==> src/rtl/axi4_lite_rif_bridge.sv <==
// AXI4-Lite slave bridging to NUM_RIF register-interface targets, with independent read/write FSMs.
// Optional ack timeout (SLVERR) is compiled in with `define AXI4_LITE_RIF_TIMEOUT_EN.
module axi4_lite_rif_bridge #(
  parameter int AXI_ID_WIDTH   = 1,
  parameter int AXI_DATA_WIDTH = 32,
  parameter int REGION_BITS    = 10,
  parameter int NUM_RIF        = 4,
  parameter int AXI_ADDR_WIDTH = 16,
  parameter int TIMEOUT_CYCLES = 64
) (
  input  logic                               aclk,
  input  logic                               aresetn,
  input  logic [AXI_ID_WIDTH-1:0]            awid,
  input  logic [AXI_ADDR_WIDTH-1:0]          awaddr,
  input  logic [2:0]                         awprot,
  input  logic                               awvalid,
  output logic                               awready,
  input  logic [AXI_DATA_WIDTH-1:0]          wdata,
  input  logic [AXI_DATA_WIDTH/8-1:0]        wstrb,
  input  logic                               wvalid,
  output logic                               wready,
  output logic [AXI_ID_WIDTH-1:0]            bid,
  output logic [1:0]                         bresp,
  output logic                               bvalid,
  input  logic                               bready,
  input  logic [AXI_ID_WIDTH-1:0]            arid,
  input  logic [AXI_ADDR_WIDTH-1:0]          araddr,
  input  logic [2:0]                         arprot,
  input  logic                               arvalid,
  output logic                               arready,
  output logic [AXI_ID_WIDTH-1:0]            rid,
  output logic [AXI_DATA_WIDTH-1:0]          rdata,
  output logic [1:0]                         rresp,
  output logic                               rvalid,
  input  logic                               rready,
  output logic [REGION_BITS-1:0]             rif_waddr,
  output logic [AXI_DATA_WIDTH-1:0]          rif_wdata,
  output logic [AXI_DATA_WIDTH/8-1:0]        rif_wstrb,
  output logic [NUM_RIF-1:0]                 rif_wr_req,
  input  logic [NUM_RIF-1:0]                 rif_wack,
  output logic [REGION_BITS-1:0]             rif_raddr,
  output logic [NUM_RIF-1:0]                 rif_rd_req,
  input  logic [NUM_RIF-1:0]                 rif_rack,
  input  logic [NUM_RIF*AXI_DATA_WIDTH-1:0]  rif_rdata
);

  localparam int STRB_W = AXI_DATA_WIDTH / 8;
  localparam int IDX_W  = (NUM_RIF > 1) ? $clog2(NUM_RIF) : 1;
  localparam logic [AXI_ADDR_WIDTH-1:0] NUM_RIF_A = AXI_ADDR_WIDTH'(NUM_RIF);
`ifdef AXI4_LITE_RIF_TIMEOUT_EN
  localparam int CNT_W = $clog2(TIMEOUT_CYCLES) + 1;
  localparam logic [CNT_W-1:0] CNT_LAST = CNT_W'(TIMEOUT_CYCLES - 1);
`endif

  if ((AXI_DATA_WIDTH != 32 && AXI_DATA_WIDTH != 64) || NUM_RIF < 1 || NUM_RIF > 16 ||
      AXI_ADDR_WIDTH < REGION_BITS + $clog2(NUM_RIF) || TIMEOUT_CYCLES < 1) begin : g_param_err
    $error("axi4_lite_rif_bridge: illegal parameter set");
  end

  typedef enum logic [1:0] {W_IDLE = 2'd0, W_ACCESS = 2'd1, W_RESP = 2'd2} wstate_t;
  typedef enum logic [1:0] {R_IDLE = 2'd0, R_ACCESS = 2'd1, R_RESP = 2'd2} rstate_t;

  function automatic logic [NUM_RIF-1:0] onehot(input logic [IDX_W-1:0] idx);
    logic [NUM_RIF-1:0] res;
    res = '0;
    for (int i = 0; i < NUM_RIF; i++) res[i] = (idx == IDX_W'(i));
    return res;
  endfunction

  // AND-OR mux keyed by the one-hot request, so no separate index register is needed
  function automatic logic [AXI_DATA_WIDTH-1:0] rd_slice(input logic [NUM_RIF*AXI_DATA_WIDTH-1:0] bus,
                                                         input logic [NUM_RIF-1:0] sel);
    logic [AXI_DATA_WIDTH-1:0] res;
    res = '0;
    for (int i = 0; i < NUM_RIF; i++) res = res | (bus[i*AXI_DATA_WIDTH +: AXI_DATA_WIDTH] & {AXI_DATA_WIDTH{sel[i]}});
    return res;
  endfunction

  logic unused_prot_s;
  assign unused_prot_s = ^{awprot, arprot};

  wstate_t wstate_r, wstate_n;
  rstate_t rstate_r, rstate_n;
  logic aw_done_r, aw_done_n, w_done_r, w_done_n;
  logic [AXI_ADDR_WIDTH-1:0] awaddr_r, awaddr_n;
  logic awready_r, awready_n, wready_r, wready_n, bvalid_r, bvalid_n;
  logic [1:0] bresp_r, bresp_n, rresp_r, rresp_n;
  logic [AXI_ID_WIDTH-1:0] bid_r, bid_n, rid_r, rid_n;
  logic [NUM_RIF-1:0] wr_req_r, wr_req_n, rd_req_r, rd_req_n;
  logic [REGION_BITS-1:0] waddr_r, waddr_n, raddr_r, raddr_n;
  logic [AXI_DATA_WIDTH-1:0] wdata_r, wdata_n, rdata_r, rdata_n;
  logic [STRB_W-1:0] wstrb_r, wstrb_n;
  logic arready_r, arready_n, rvalid_r, rvalid_n;
`ifdef AXI4_LITE_RIF_TIMEOUT_EN
  logic [CNT_W-1:0] wcnt_r, wcnt_n, rcnt_r, rcnt_n;
`endif

  logic aw_hs_s, w_hs_s, ar_hs_s, aw_have_s, w_have_s;
  logic [AXI_ADDR_WIDTH-1:0] aw_cur_s, aw_idx_full_s, ar_idx_full_s;

  assign aw_hs_s       = awvalid & awready_r;
  assign w_hs_s        = wvalid & wready_r;
  assign ar_hs_s       = arvalid & arready_r;
  assign aw_have_s     = aw_done_r | aw_hs_s;
  assign w_have_s      = w_done_r | w_hs_s;
  assign aw_cur_s      = aw_hs_s ? awaddr : awaddr_r;
  assign aw_idx_full_s = aw_cur_s >> REGION_BITS;
  assign ar_idx_full_s = araddr >> REGION_BITS;

  // Write FSM next-state and next-output logic
  always_comb begin
    wstate_n  = wstate_r;
    aw_done_n = aw_done_r;
    w_done_n  = w_done_r;
    awready_n = awready_r;
    wready_n  = wready_r;
    bvalid_n  = bvalid_r;
    bresp_n   = bresp_r;
    wr_req_n  = wr_req_r;
    waddr_n   = waddr_r;
    awaddr_n  = aw_cur_s;
    bid_n     = aw_hs_s ? awid : bid_r;
    wdata_n   = w_hs_s ? wdata : wdata_r;
    wstrb_n   = w_hs_s ? wstrb : wstrb_r;
`ifdef AXI4_LITE_RIF_TIMEOUT_EN
    wcnt_n    = wcnt_r;
`endif
    case (wstate_r)
      W_IDLE: begin
`ifdef AXI4_LITE_RIF_TIMEOUT_EN
        wcnt_n = '0;
`endif
        if (aw_have_s && w_have_s) begin
          aw_done_n = 1'b0;
          w_done_n  = 1'b0;
          awready_n = 1'b0;
          wready_n  = 1'b0;
          if (aw_idx_full_s >= NUM_RIF_A) begin
            wstate_n = W_RESP;
            bvalid_n = 1'b1;
            bresp_n  = 2'b11;
          end else begin
            wstate_n = W_ACCESS;
            wr_req_n = onehot(aw_idx_full_s[IDX_W-1:0]);
            waddr_n  = aw_cur_s[REGION_BITS-1:0];
          end
        end else begin
          aw_done_n = aw_have_s;
          w_done_n  = w_have_s;
          awready_n = ~aw_have_s;
          wready_n  = ~w_have_s;
        end
      end
      W_ACCESS: begin
        if (|(rif_wack & wr_req_r)) begin
          wr_req_n = '0;
          wstate_n = W_RESP;
          bvalid_n = 1'b1;
          bresp_n  = 2'b00;
        end else begin
`ifdef AXI4_LITE_RIF_TIMEOUT_EN
          if (wcnt_r == CNT_LAST) begin
            wr_req_n = '0;
            wstate_n = W_RESP;
            bvalid_n = 1'b1;
            bresp_n  = 2'b10;
          end else begin
            wcnt_n = wcnt_r + 1'b1;
          end
`else
          wstate_n = W_ACCESS;
`endif
        end
      end
      W_RESP: begin
        if (bready) begin
          bvalid_n  = 1'b0;
          wstate_n  = W_IDLE;
          awready_n = 1'b1;
          wready_n  = 1'b1;
        end else begin
          bvalid_n = 1'b1;
        end
      end
      default: wstate_n = W_IDLE;
    endcase
  end

  // Read FSM next-state and next-output logic
  always_comb begin
    rstate_n  = rstate_r;
    arready_n = arready_r;
    rvalid_n  = rvalid_r;
    rresp_n   = rresp_r;
    rdata_n   = rdata_r;
    rid_n     = rid_r;
    rd_req_n  = rd_req_r;
    raddr_n   = raddr_r;
`ifdef AXI4_LITE_RIF_TIMEOUT_EN
    rcnt_n    = rcnt_r;
`endif
    case (rstate_r)
      R_IDLE: begin
`ifdef AXI4_LITE_RIF_TIMEOUT_EN
        rcnt_n = '0;
`endif
        if (ar_hs_s) begin
          arready_n = 1'b0;
          rid_n     = arid;
          if (ar_idx_full_s >= NUM_RIF_A) begin
            rstate_n = R_RESP;
            rvalid_n = 1'b1;
            rresp_n  = 2'b11;
            rdata_n  = '0;
          end else begin
            rstate_n = R_ACCESS;
            rd_req_n = onehot(ar_idx_full_s[IDX_W-1:0]);
            raddr_n  = araddr[REGION_BITS-1:0];
          end
        end else begin
          arready_n = 1'b1;
        end
      end
      R_ACCESS: begin
        if (|(rif_rack & rd_req_r)) begin
          rd_req_n = '0;
          rstate_n = R_RESP;
          rvalid_n = 1'b1;
          rresp_n  = 2'b00;
          rdata_n  = rd_slice(rif_rdata, rd_req_r);
        end else begin
`ifdef AXI4_LITE_RIF_TIMEOUT_EN
          if (rcnt_r == CNT_LAST) begin
            rd_req_n = '0;
            rstate_n = R_RESP;
            rvalid_n = 1'b1;
            rresp_n  = 2'b10;
            rdata_n  = '0;
          end else begin
            rcnt_n = rcnt_r + 1'b1;
          end
`else
          rstate_n = R_ACCESS;
`endif
        end
      end
      R_RESP: begin
        if (rready) begin
          rvalid_n  = 1'b0;
          rstate_n  = R_IDLE;
          arready_n = 1'b1;
        end else begin
          rvalid_n = 1'b1;
        end
      end
      default: rstate_n = R_IDLE;
    endcase
  end

  // State and registered outputs for both FSMs
  always_ff @(posedge aclk) begin
    if (!aresetn) begin
      wstate_r  <= W_IDLE;
      rstate_r  <= R_IDLE;
      aw_done_r <= 1'b0;
      w_done_r  <= 1'b0;
      awaddr_r  <= '0;
      awready_r <= 1'b0;
      wready_r  <= 1'b0;
      bvalid_r  <= 1'b0;
      bresp_r   <= 2'b00;
      bid_r     <= '0;
      wr_req_r  <= '0;
      waddr_r   <= '0;
      wdata_r   <= '0;
      wstrb_r   <= '0;
      arready_r <= 1'b0;
      rvalid_r  <= 1'b0;
      rresp_r   <= 2'b00;
      rdata_r   <= '0;
      rid_r     <= '0;
      rd_req_r  <= '0;
      raddr_r   <= '0;
`ifdef AXI4_LITE_RIF_TIMEOUT_EN
      wcnt_r    <= '0;
      rcnt_r    <= '0;
`endif
    end else begin
      wstate_r  <= wstate_n;
      rstate_r  <= rstate_n;
      aw_done_r <= aw_done_n;
      w_done_r  <= w_done_n;
      awaddr_r  <= awaddr_n;
      awready_r <= awready_n;
      wready_r  <= wready_n;
      bvalid_r  <= bvalid_n;
      bresp_r   <= bresp_n;
      bid_r     <= bid_n;
      wr_req_r  <= wr_req_n;
      waddr_r   <= waddr_n;
      wdata_r   <= wdata_n;
      wstrb_r   <= wstrb_n;
      arready_r <= arready_n;
      rvalid_r  <= rvalid_n;
      rresp_r   <= rresp_n;
      rdata_r   <= rdata_n;
      rid_r     <= rid_n;
      rd_req_r  <= rd_req_n;
      raddr_r   <= raddr_n;
`ifdef AXI4_LITE_RIF_TIMEOUT_EN
      wcnt_r    <= wcnt_n;
      rcnt_r    <= rcnt_n;
`endif
    end
  end

  assign awready    = awready_r;
  assign wready     = wready_r;
  assign bvalid     = bvalid_r;
  assign bresp      = bresp_r;
  assign bid        = bid_r;
  assign rif_wr_req = wr_req_r;
  assign rif_waddr  = waddr_r;
  assign rif_wdata  = wdata_r;
  assign rif_wstrb  = wstrb_r;
  assign arready    = arready_r;
  assign rvalid     = rvalid_r;
  assign rresp      = rresp_r;
  assign rdata      = rdata_r;
  assign rid        = rid_r;
  assign rif_rd_req = rd_req_r;
  assign rif_raddr  = raddr_r;

endmodule

==> config.mk <==
export PLATFORM = sky130hd
export DESIGN_NAME = axi4_lite_rif_bridge
export DESIGN_NICKNAME = d
export VERILOG_FILES = /design/src/rtl/axi4_lite_rif_bridge.sv
export SDC_FILE = /design/constraint.sdc
export NUM_CORES = 1
export LEC_CHECK = 0
export BUFFER_PORTS_ARGS = -buffer_cell sky130_fd_sc_hd__clkbuf_2
export CAP_MARGIN = 20
export CORE_AREA = 2 2 128 130
export CTS_BUF_LIST = sky130_fd_sc_hd__clkbuf_4 sky130_fd_sc_hd__clkbuf_8
export CTS_CLUSTER_DIAMETER = 60
export DETAILED_ROUTE_END_ITERATION = 10
export DIE_AREA = 0 0 130 132
export PLACE_DENSITY = 0.78
export SLEW_MARGIN = 20
export SYNTH_ARGS = -nofsm -noshare
export SYNTH_HDL_FRONTEND = slang
export SYNTH_SLANG_ARGS = --single-unit
==> constraint.sdc <==
create_clock -name aclk -period 2.8 [get_ports aclk]
set_clock_uncertainty 0.2 [all_clocks]
set_input_delay 0.7 -clock aclk [delete_from_list [all_inputs] [get_ports aclk]]
set_output_delay 0.7 -clock aclk [all_outputs]
set_load 0.01 [all_outputs]
==> flow_metrics.tcl <==
set metrics [dict create \
    arrival_ps 1350 \
    clock.fmax_mhz 444 \
    die_area_um2 17200 \
    critPathMaxStageDelay_ps 370 \
    grt_max_degree 40 \
    cts_setup_buffers 0 \
    die_y_um 132 \
    critical_path_depth 2 \
    setup-violations-final 0 \
    grt_pass1_wl_um 28600 \
    crit_slowest_cell "buf_4" \
    die_w_um 130 \
    peakVddDrop_uv 386 \
    worstHoldPathType "flop to flop" \
    core_um2 15700 \
    gp_congestion 0.792 \
    yosys_most_used_dff "dfxtp_1" \
    status "completed" \
    final_cell_mix "clkbuf_2, nand2_1, dfxtp_1, a21oi_1, a22oi_1" \
    r2r_cells 4 \
    avgSynthCellArea_um2 8.74 \
    cp_top_family "buffers and inverters" \
    synth_edf_count 0 \
    ios 326 \
    drc 0 \
    drv_slew 0 \
    async_reset_ff_share_pct 0 \
    worstPathCellList "buf_4, clkbuf_2" \
    dr.pass1.iters 4 \
    ant_nets 0 \
    dp_hpwl_um 14200 \
    hold_depth 2 \
    multi_input_area_um2 2820 \
    worstMarginPinSlew_ps 472 \
    grt_pass1_vias 5741 \
    fillCellCount 1558 \
    fin_crit_sh_pct 80.4 \
    drt_iter0_drc 256 \
    p_total_w 0.00441 \
    grtUsageTotal_pct 21.3 \
    rows 46 \
    worst_setup_path_end_kind "primary output" \
    critPathLaunchType "flop" \
    synth_cell_types 48 \
    routed_wl_um 18600 \
    period_minus_slack_ps 2250 \
    cts_buffer_depth 2 \
    mostFrequentLayoutCell "clkbuf_2" \
    rsz0062_at_grt "false" \
    p_leak_nw 3.64 \
    drive_above_1_share_pct 40.3 \
    crit_fanout 34 \
    numCtsBuffers 17 \
    cts_root_buffer "clkbuf_8" \
    nets 1166 \
    ys_ff_latch 127 \
    max_slew_margin_pct 68.3 \
    finalSetupTns_ps 0 \
    ff_latch_area_um2 2540 \
    antenna_found_initial 3 \
    yosysWarnings 0 \
    overflow 0 \
    syn2layout_area_growth_pct 39.3 \
    start_util_pct 36.0 \
    max_cap_violations 0 \
    path_clk_slew_ps 80 \
    worstSkewPairLatency_ps 440 \
    critPathRequiredTime_ps 1900 \
    portBuffers 319 \
    cts.repair.resized 0 \
    fin_util_pct 50.1 \
    syn_area_um2 5650 \
    syn-num-nets 866 \
    cts_sinks 127 \
    power_density_nw_per_um2 560 \
    finalHoldViolCount 0 \
    path_buf_inv 2 \
    crit_type "flop to primary output" \
    cts_max_level 4 \
    vias 5941 \
    hold_ws_ps 254 \
    holdBufCountCts 0 \
    postSynthCellCount 647 \
    vias_per_cell 5.04 \
    wire_per_inst_um 15.8 \
    ys_seq_area_share_pct 45.0 \
    cts_tree "built" \
]
## cell type report
class	count	share of cell area (%)
diodes	2	0.0636
clock buffers	20	3.34
clock inverters	12	2.61
inverters	6	0.286
multi-input cells	459	35.8
flip-flops and latches	127	32.3
well taps	216	3.43
repair buffers	336	22.2
## metal layers
| metal | up-vias | wire (µm) | GRT usage, % | part of all wire, % |
|---|---|---|---|---|
| met3 | 33 | 1820 | 8.28 | 9.7 |
| li1 | 2901 | - | - | - |
| met4 | 2 | 403 | 8.48 | 2.2 |
| met5 | - | 13 | 0 | 0.070 |
| met1 | 2744 | 7190 | 23.3 | 39 |
| met2 | 261 | 9210 | 36.8 | 49 |
## worst reg2reg max path: cells and delay by family, from the launching register on
family,cells,cell delay (ps)
compound gates,1,140
simple gates,3,1200
flops,1,420
## path summary, 6_finish.rpt
path                            slack, ps          start            end
worst max register to register        720    wstate_r[0]   rif_waddr[0]
worst max-delay path                  550  rif_rd_req[1]  rif_rd_req[1]
worst min register to register        250   rif_wdata[2]   rif_wdata[2]
worst min-delay path                  250   rif_wdata[2]   rif_wdata[2]
## registers in the layout, indices dropped and copies added, names as in the netlist, 2 cells and up
signal      flops
rdata          32
rif_wstrb       4
rstate_r        2
wstate_r        2
awaddr_r       16
rif_raddr      10
rif_wr_req      4
rif_rd_req      4
rif_wdata      32
rif_waddr      10
## power breakdown
part	switching, W	total, W	internal (W)
logic	0.000331	0.000607	0.000276
registers	0.0000508	0.00194	0.00189
clock network	0.000757	0.00187	0.00111
total	0.00114	0.00441	0.00327
## metrics by stage
stage / std cells / setup WS, ps / instance area [µm²]
after floorplan: 647 / 759 / 5650
after global placement: 1144 / 302 / 7400
after detailed placement: 1144 / 253 / 7400
after CTS: 1176 / 518 / 7870
after global routing: 1177 / 469 / 7870
final: 1178 / 548 / 7880
## cells by family (layout without fill, tap and decap cells)
kind of cell,Yosys count,count (layout),synth area share [%]
muxes,53,53,9.49
other,0,2,0
buffers and inverters,61,374,5.44
and+or+nand+nor,205,205,15.8
AOI/OAI and AO/OA,201,201,24.3
DFF,127,127,45.0
## cell usage after synthesis (2+ instances only)
master      n  area (µm²)
a22o_1      4        35.0
nand2b_1    2        12.5
a211oi_1    7        52.6
a21oi_1    71         355
buf_1       3        11.3
o22ai_1     2        12.5
o22a_1      3        26.3
clkbuf_1   37         139
dfxtp_1   127        2540
inv_1       5        18.8
and2_1      3        18.8
nor2b_1     2        12.5
nand2_1   136         510
nor2_1     26        97.6
a211oi_2    6        75.1
o21ai_0     4        20.0
nand3_1    14        70.1
a22oi_1    64         480
o21bai_2    2        22.5
nor4_1      3        18.8
a21o_1     32         240
nor3_1      4        20.0
nor3b_1     2        15.0
buf_12      2        40.0
buf_6       2        22.5
nand3b_1    3        22.5
buf_4       3        22.5
nand4_1     2        12.5
mux2i_1    51         510
buf_2       7        35.0
Note: power is estimated with default switching activity, not from simulation.
